`src/rtl/ps2_host_tx_module.sv`:
```
// ps2_host_tx_module: PS/2 host-to-device byte transmitter driving open-drain pull-low enables
module ps2_host_tx_module #(
  parameter int INHIBIT_CYCLES = 5000,
  parameter int TIMEOUT_CYCLES = 100000
) (
  input  logic       CLK,
  input  logic       RST,
  input  logic       PS2_CLK_Pin_In,
  input  logic       PS2_Data_Pin_In,
  input  logic [7:0] TX_Data,
  input  logic       TX_Start_Sig,
  output logic       PS2_CLK_Oe,
  output logic       PS2_Data_Oe,
  output logic       TX_Busy,
  output logic       TX_Done_Sig,
  output logic       TX_Err_Sig
);
  localparam int MAXC = (INHIBIT_CYCLES > TIMEOUT_CYCLES) ? INHIBIT_CYCLES : TIMEOUT_CYCLES;
  localparam int CW = $clog2(MAXC + 1);
  typedef enum logic [2:0] {S_IDLE, S_INHIBIT, S_RTS, S_SEND, S_ACK, S_WAIT_REL, S_DONE, S_ERR} state_t;
  state_t r_state, w_next;
  logic r_clk_s1, r_clk_s2, r_clk_prev, r_dat_s1, r_dat_s2, r_bit;
  logic [8:0] r_shift;
  logic [3:0] r_edge;
  logic [CW-1:0] r_cnt;
  logic w_fall, w_inhibit_end, w_timeout, w_tracking;
  assign w_fall = r_clk_prev & ~r_clk_s2;
  assign w_inhibit_end = r_cnt == CW'(INHIBIT_CYCLES - 1);
  assign w_timeout = r_cnt == CW'(TIMEOUT_CYCLES - 1);
  assign w_tracking = r_state inside {S_SEND, S_ACK, S_WAIT_REL};
  assign PS2_CLK_Oe = r_state inside {S_INHIBIT, S_RTS};
  assign PS2_Data_Oe = (r_state == S_RTS) | ((r_state == S_SEND) & ~r_bit);
  assign TX_Busy = r_state inside {S_INHIBIT, S_RTS, S_SEND, S_ACK, S_WAIT_REL};
  assign TX_Done_Sig = r_state == S_DONE;
  assign TX_Err_Sig = r_state == S_ERR;
  always_ff @(posedge CLK or posedge RST) begin
    if (RST) begin
      {r_clk_s1, r_clk_s2, r_clk_prev, r_dat_s1, r_dat_s2} <= '0;
    end else begin
      r_clk_s1 <= PS2_CLK_Pin_In;
      r_clk_s2 <= r_clk_s1;
      r_clk_prev <= r_clk_s2;
      r_dat_s1 <= PS2_Data_Pin_In;
      r_dat_s2 <= r_dat_s1;
    end
  end
  always_ff @(posedge CLK or posedge RST) begin
    if (RST) r_state <= S_IDLE;
    else r_state <= w_next;
  end
  always_comb begin
    w_next = r_state;
    case (r_state)
      S_IDLE:     w_next = TX_Start_Sig ? S_INHIBIT : S_IDLE;
      S_INHIBIT:  w_next = w_inhibit_end ? S_RTS : S_INHIBIT;
      S_RTS:      w_next = S_SEND;
      S_SEND:     w_next = w_fall ? (r_edge == 4'd9 ? S_ACK : S_SEND) : (w_timeout ? S_ERR : S_SEND);
      S_ACK:      w_next = w_fall ? (r_dat_s2 ? S_ERR : S_WAIT_REL) : (w_timeout ? S_ERR : S_ACK);
      S_WAIT_REL: w_next = (r_clk_s2 && r_dat_s2) ? S_DONE : ((w_timeout && !w_fall) ? S_ERR : S_WAIT_REL);
      default:    w_next = S_IDLE;
    endcase
  end
  // shift register refills with 1s so the tenth edge naturally presents the stop bit
  always_ff @(posedge CLK or posedge RST) begin
    if (RST) begin
      r_shift <= '0;
      r_edge <= '0;
      r_cnt <= '0;
      r_bit <= 1'b0;
    end else if (r_state == S_IDLE && TX_Start_Sig) begin
      r_shift <= {~^TX_Data, TX_Data};
      r_cnt <= '0;
    end else if (r_state == S_INHIBIT) begin
      r_cnt <= r_cnt + CW'(1);
    end else if (r_state == S_RTS) begin
      r_cnt <= '0;
      r_edge <= '0;
      r_bit <= 1'b0;
    end else if (w_tracking) begin
      r_cnt <= w_fall ? '0 : r_cnt + CW'(1);
      if (w_fall && r_edge != 4'd11) r_edge <= r_edge + 4'd1;
      if (w_fall && r_state == S_SEND) begin
        r_bit <= r_shift[0];
        r_shift <= {1'b1, r_shift[8:1]};
      end
    end
  end
endmodule

```
`config.mk`:
```
export PLATFORM = sky130hd
export DESIGN_NAME = ps2_host_tx_module
export DESIGN_NICKNAME = d
export VERILOG_FILES = /design/src/rtl/ps2_host_tx_module.sv
export SDC_FILE = /design/constraint.sdc
export NUM_CORES = 1
export LEC_CHECK = 0
export ABC_AREA = 1
export BUFFER_PORTS_ARGS = -buffer_cell sky130_fd_sc_hd__clkbuf_2
export CAP_MARGIN = 10
export CORE_UTILIZATION = 30
export CTS_CLUSTER_DIAMETER = 200
export DETAILED_ROUTE_END_ITERATION = 10
export GPL_ROUTABILITY_DRIVEN = 0
export PLACE_DENSITY = 0.45
export SYNTH_ARGS = -nofsm -noshare
export SYNTH_HDL_FRONTEND = slang
export SYNTH_SLANG_ARGS = --single-unit
```
`constraint.sdc`:
```
create_clock -name CLK -period 1.53 [get_ports CLK]
set_clock_uncertainty 0.1 [all_clocks]
set_input_delay 0.0765 -clock CLK [delete_from_list [all_inputs] [get_ports CLK]]
set_output_delay 0.0765 -clock CLK [all_outputs]
set_load 0.01 [all_outputs]
```
== Word-level counts from Yosys, hierarchy flattened ==
Index checks and enable logic that the tools add are counted.

* Logic and storage cells: 79
* Register bits after elaboration: 39
* Output and inout port bits: 5
* Bits of input ports: 13

* Equal/unequal tests: 13
* Reductions and logical operators: 20
* Add/subtract/negate cells: 2
* Bitwise operators: 7
* Mux-type cells: 27

{| class="wikitable"
|+ Operators by type and width
! cell !! count
|-
| 17-bit two-way mux || 5
|-
| 9-bit two-way mux || 5
|-
| 3-bit one-hot mux with 6 select lines || 1
|-
| 17-bit by 1-bit adder with 17-bit output, second input constant || 1
|-
| 17-bit by 13-bit == test with 1-bit output, second input constant || 1
|-
| 17-bit == test, second input constant || 1
|-
| 3-bit == test, second input constant || 4
|-
| 2-bit two-way mux || 6
|-
| 4-bit two-way mux || 3
|-
| 4-bit AND reduction || 3
|-
| 2-bit nonzero test || 6
|-
| 3-bit two-way mux || 3
|-
| 8-bit XNOR reduction || 1
|-
| 3-bit by 2-bit == test with 1-bit output, second input constant || 2
|-
| 1-bit logical AND || 5
|-
| 5-bit nonzero test || 1
|-
| 4-bit by 1-bit adder with 4-bit output, second input constant || 1
|-
| 4-bit == test, second input constant || 1
|-
| 1-bit two-way mux || 4
|-
| 2-bit by 1-bit inequality test with 1-bit output, second input constant || 2
|-
| 4-bit inequality test, second input constant || 1
|-
| 1-bit NOT || 4
|-
| 4-bit nonzero test || 1
|-
| 3-bit by 1-bit == test with 1-bit output, second input constant || 1
|-
| other kinds (5) || 6
|}

== Longest topological paths before layout ==
* Depth in word-level cells: 8
* Depth in mapped cells: 9
* Depth with buffers taken out: 9

== Least setup slack after synthesis ==
No wires, ideal clock.

* Path type: register to register
* Start point: register r_cnt[1]
* End point: register r_cnt[14]
* Library setup time: 121 ps
* Setup slack: 115 ps
* Arrival: 1193 ps
* Path buffers: 0
* Data required time: 1309 ps
* Period minus slack after synthesis: 1415 ps
* Stages on the path, launching flop included: 9
* Cell sequence: dfrtp_1 ha_1 nand2_1 nor2_1 nand2_1 nor2_1 nand4_1 nand2_1 nor2_1

* Cells in the longest elaborated chain, start to end: 6

{| class="wikitable"
|+ RTL lines
! item !! line !! source
|-
| from (decl) || 25 || <nowiki>logic [CW-1:0] r_cnt;</nowiki>
|-
| from (signal assigned) || 74 || <nowiki>r_cnt <= r_cnt + CW'(1);</nowiki>
|-
| from (signal assigned) || 80 || <nowiki>r_cnt <= w_fall ? '0 : r_cnt + CW'(1);</nowiki>
|-
| 17-bit by 1-bit adder with 17-bit output (*) || 74, 80 ||
|-
| 17-bit two-way mux || 80 ||
|-
| 17-bit two-way mux || 79 || <nowiki>end else if (w_tracking) begin</nowiki>
|-
| 17-bit two-way mux || 75 || <nowiki>end else if (r_state == S_RTS) begin</nowiki>
|-
| 17-bit two-way mux (*) || 73 || <nowiki>end else if (r_state == S_INHIBIT) begin</nowiki>
|-
| 17-bit two-way mux (*) || 70 || <nowiki>end else if (r_state == S_IDLE && TX_Start_Sig) begin</nowiki>
|}

Mark *: on every way between the ends. The rest lies on a longest branch, timed or not. The select of a mux whose other input is x is not followed.
A chain may end at the register's enable or synchronous reset.

== Worst setup path after layout ==
* Start point: register r_state[1]
* End point: output TX_Busy

* Cells in the longest elaborated chain, start to end: 2
* Elaborated cells on any way between the ends: 6
* Classes of those cells: eq/ne: 5; reduce/logical: 1

{| class="wikitable"
|+ RTL lines
! item !! line !! source
|-
| from (decl) || 21 || <nowiki>state_t r_state, w_next;</nowiki>
|-
| from (signal assigned) || 49 || <nowiki>else r_state <= w_next;</nowiki>
|-
| 3-bit by 1-bit == test with 1-bit output, or another cell as far along || 33 || <nowiki>assign TX_Busy = r_state inside {S_INHIBIT, S_RTS, S_SEND, S_ACK, S_WAIT_REL};</nowiki>
|-
| 5-bit nonzero test (*) || 33 ||
|-
| to (decl) || 14 || <nowiki>output logic TX_Busy,</nowiki>
|}

Mark *: on every way between the ends. The rest lies on a longest branch, timed or not.

==> run_results.csv <==
group,metric,value,unit
routing,viasPerCell,4.58,
die,rows,31,
sta,finalSetupTns,-0.195,ns
clocking,clk_pin_slew,0.09,ns
grt,grt_max_degree,40,
routing,vias,2279,
routing,drt-total-wl,6060,um
run,cap_violations,0,
logic_synthesis,yosys_most_used_dff,"dfrtp_1",
logic_synthesis,syn_nets,336,
sta,slew_headroom,66.2,%
die,die_w,90.4,um
power_and_ir_drop,power_density,652,nW/um2
power_and_ir_drop,peakVddDrop,389,uV
sta,slew_viol_final,0,
power_and_ir_drop,p_leak,1.57,nW
logic_synthesis,yosysSeqAreaShare,41.7,%
layout,antenna_cells,0,
sta,worst_pin_slew,0.507,ns
clocking,max-clock-path-buffers,2,
outcome,status,"finished, violations left",
logic_synthesis,netlist_area,2340,um2
hold_path,hold_path_class,"in -> reg",
grt,grt-ovfl-total,0,
grt,grt_pass1_wl,10000,um
layout,drive_above_1_share,33.6,%
outcome,violations,"negative setup slack",
die,ios,18,
layout,fin_area,3420,um2
die,die_area,8160,um2
logic_synthesis,avgSynthCellArea,7.32,um2
routing,drtAntennaViolNets,0,
sta,fin_ws,-0.0624,ns
layout,layout.nets,414,
sta,min_period,1.59,ns
grt,antenna_found_initial,0,
worst_setup_path,crit_fanout,4,
sta,rsz0062_at_grt,"yes",
worst_setup_path,critical_path_arrival,1.42,ns
logic_synthesis,async_flop_share,100,%
logic_synthesis,ys_types,29,
place,placed_cell_area,2790,um2
clocking,clock-sinks,39,
clocking,cts_root_buf,"clkbuf_8",
clocking,cts_max_level,2,
routing,drt_iter0_markers,73,
sta,min_period_over_period,104,%
clocking,clk_latency,0.30,ns
sta,fmax,628,MHz
routing,drt_pass1_iterations,6,
routing,drc,0,
logic_synthesis,synth_edf_count,0,
layout,final_cells,498,
worst_setup_path,path_class,"reg -> out",
grt,grt_pass1_vias,2193,
clocking,cts_buffers,5,
power_and_ir_drop,finalPower,0.00223,W
logic_synthesis,synth_top_area_cell,"dfrtp_1",
place,place_inst,467,
place,place_hpwl,4220,um
worst_setup_path,crit_required,1.35,ns
die,dieHeight,90.4,um
logic_synthesis,synth_cells,320,
place,io_buffer_count,17,
routing,wl_per_cell,12.2,um
clocking,cts_tree,"yes",
layout,area_growth,46.2,%
worst_setup_path,cp-start-kind,"flop",
logic_synthesis,synth_top_area_share,41.7,%
grt,grt_use_total,15.3,%
logic_synthesis,synthTopCellsByArea,"dfrtp_1, nand2_1, nor2_1",
sta,finalSetupViolations,10,
layout,n_fill_cell,745,
worst_setup_path,critPathCaptureType,"primary output",
sta,finalHoldViolCount,0,
logic_synthesis,synth_seq_cells,39,
die,core,7410,um2
logic_synthesis,yosys_warnings,0,
die,start_util,31.6,%
worst paths after layout:
check / start / to / slack (ns) / cells after the start
min: TX_Start_Sig / r_shift[7]$_DFFE_PP0P_ / 0.23 / 5
max: r_state[1]$_DFF_PP0_ / TX_Busy / -0.06 / 6
max reg2reg: r_cnt[1]$_DFFE_PP0P_ / r_state[1]$_DFF_PP0_ / -0.04 / 9
min in group asynchronous: RST / r_clk_s2$_DFF_PP0_ / 0.33 / 4
max in group asynchronous: RST / r_cnt[5]$_DFFE_PP0P_ / 0.62 / 4
min reg2reg: r_clk_s1$_DFF_PP0_ / r_clk_s2$_DFF_PP0_ / 0.26 / 0
worst max-delay path: stages (launching register included):
cell	delay (ns)
dfrtp_2	0.46
nor2_4	0.18
buf_6	0.12
nand2_4	0.04
buf_6	0.12
nand3_4	0.08
buf_8	0.10
cells in the mapped netlist, types with 2 or more instances:
master / instances
a21oi_1: 7
a31oi_1: 7
a31oi_2: 2
buf_6: 2
dfrtp_1: 39
ha_1: 3
inv_1: 33
inv_2: 5
nand2_1: 87
nand2_2: 2
nand2_4: 2
nand3_1: 22
nand3_2: 2
nand4_1: 12
nor2_1: 46
nor2_2: 5
nor2_4: 2
nor3_1: 6
o21ai_0: 11
o21ai_1: 6
or2_2: 2
xnor2_1: 4
xor2_1: 7
cells by family after synthesis:
kind of cell	Yosys count	share of synthesized area, %
xor+xnor	11	4.11
flops	39	41.7
fa+ha+maj	3	1.60
simple gates	190	36.4
compound gates	34	8.44
buf+inv	43	7.75
layout by cell type (no fill, tap or decap), types with 4 or more instances in the layout:
cell,synthesis,final
nor2_4,2,12
xnor2_1,4,4
buf_4,1,33
buf_6,2,11
nand2_4,2,4
nand3_1,22,20
clkbuf_2,0,14
nor2_2,5,11
nand2_1,87,78
a21oi_1,7,7
dfrtp_1,39,36
inv_2,5,5
xor2_1,7,6
a31oi_1,7,7
o21ai_0,11,8
nor3_1,6,5
nor2_1,46,30
o21ai_1,6,7
nand2_2,2,8
dlygate4sd3_1,0,11
inv_1,33,32
clkbuf_8,0,5
nand4_1,12,12
per-layer routing:
layer  track usage (%)  up-vias  share of wire, %
met2              26.2       42                48
met4              4.84        0               1.4
met3              2.78        7               3.0
met1              19.4     1039                48
met5                 0        -                 0
li1                  -     1191                 -
stage by stage:
| step | utilization, % | setup WS, ns | hold WS (ns) |
|---|---|---|---|
| after floorplan | - | 0.115 | 0.00793 |
| after global placement | 37.7 | -0.0534 | 0.0856 |
| after detailed placement | 37.7 | -0.0879 | 0.0870 |
| after CTS | 42.1 | -0.0815 | 0.200 |
| after global routing | 46.2 | -0.131 | 0.253 |
| final | 46.2 | -0.0624 | 0.232 |
repair_timing:
action	in CTS	in global routing
pin swaps	3	8
setup endpoints to repair	23	35
gates resized for setup	17	64
cloned	0	2
setup buffers	2	8
hold buffers	11	0
hold endpoints to repair	49	0
final cells by class:
| cell class | instances | area [um2] | area share [%] |
|---|---|---|---|
| Multi-Input combinational cell | 239 | 1410 | 41.2 |
| Sequential cell | 39 | 980 | 28.6 |
| Timing Repair Buffer | 73 | 612 | 17.9 |
| Inverter | 39 | 155 | 4.53 |
| Tap cell | 99 | 124 | 3.62 |
| Clock buffer | 5 | 68.8 | 2.01 |
| Clock inverter | 3 | 67.6 | 1.97 |
| Timing Repair inverter | 1 | 6.26 | 0.183 |
sequential cells by signal (all words and copies together), names as in the netlist:
signal / flops
r_cnt: 17
r_shift: 9
r_edge: 4
r_state: 3
r_bit: 1
r_clk_prev: 1
r_clk_s1: 1
r_clk_s2: 1
r_dat_s1: 1
r_dat_s2: 1
where the power goes:
| group | total (W) | internal [W] | switching, W | leakage (nW) |
|---|---|---|---|---|
| registers | 0.00104 | 0.00104 | 0.00000226 | 0.505 |
| logic | 0.000127 | 0.0000585 | 0.0000682 | 1.00 |
| clock network | 0.00107 | 0.000651 | 0.000416 | 0.0644 |
(Power assumes the default switching activity.)
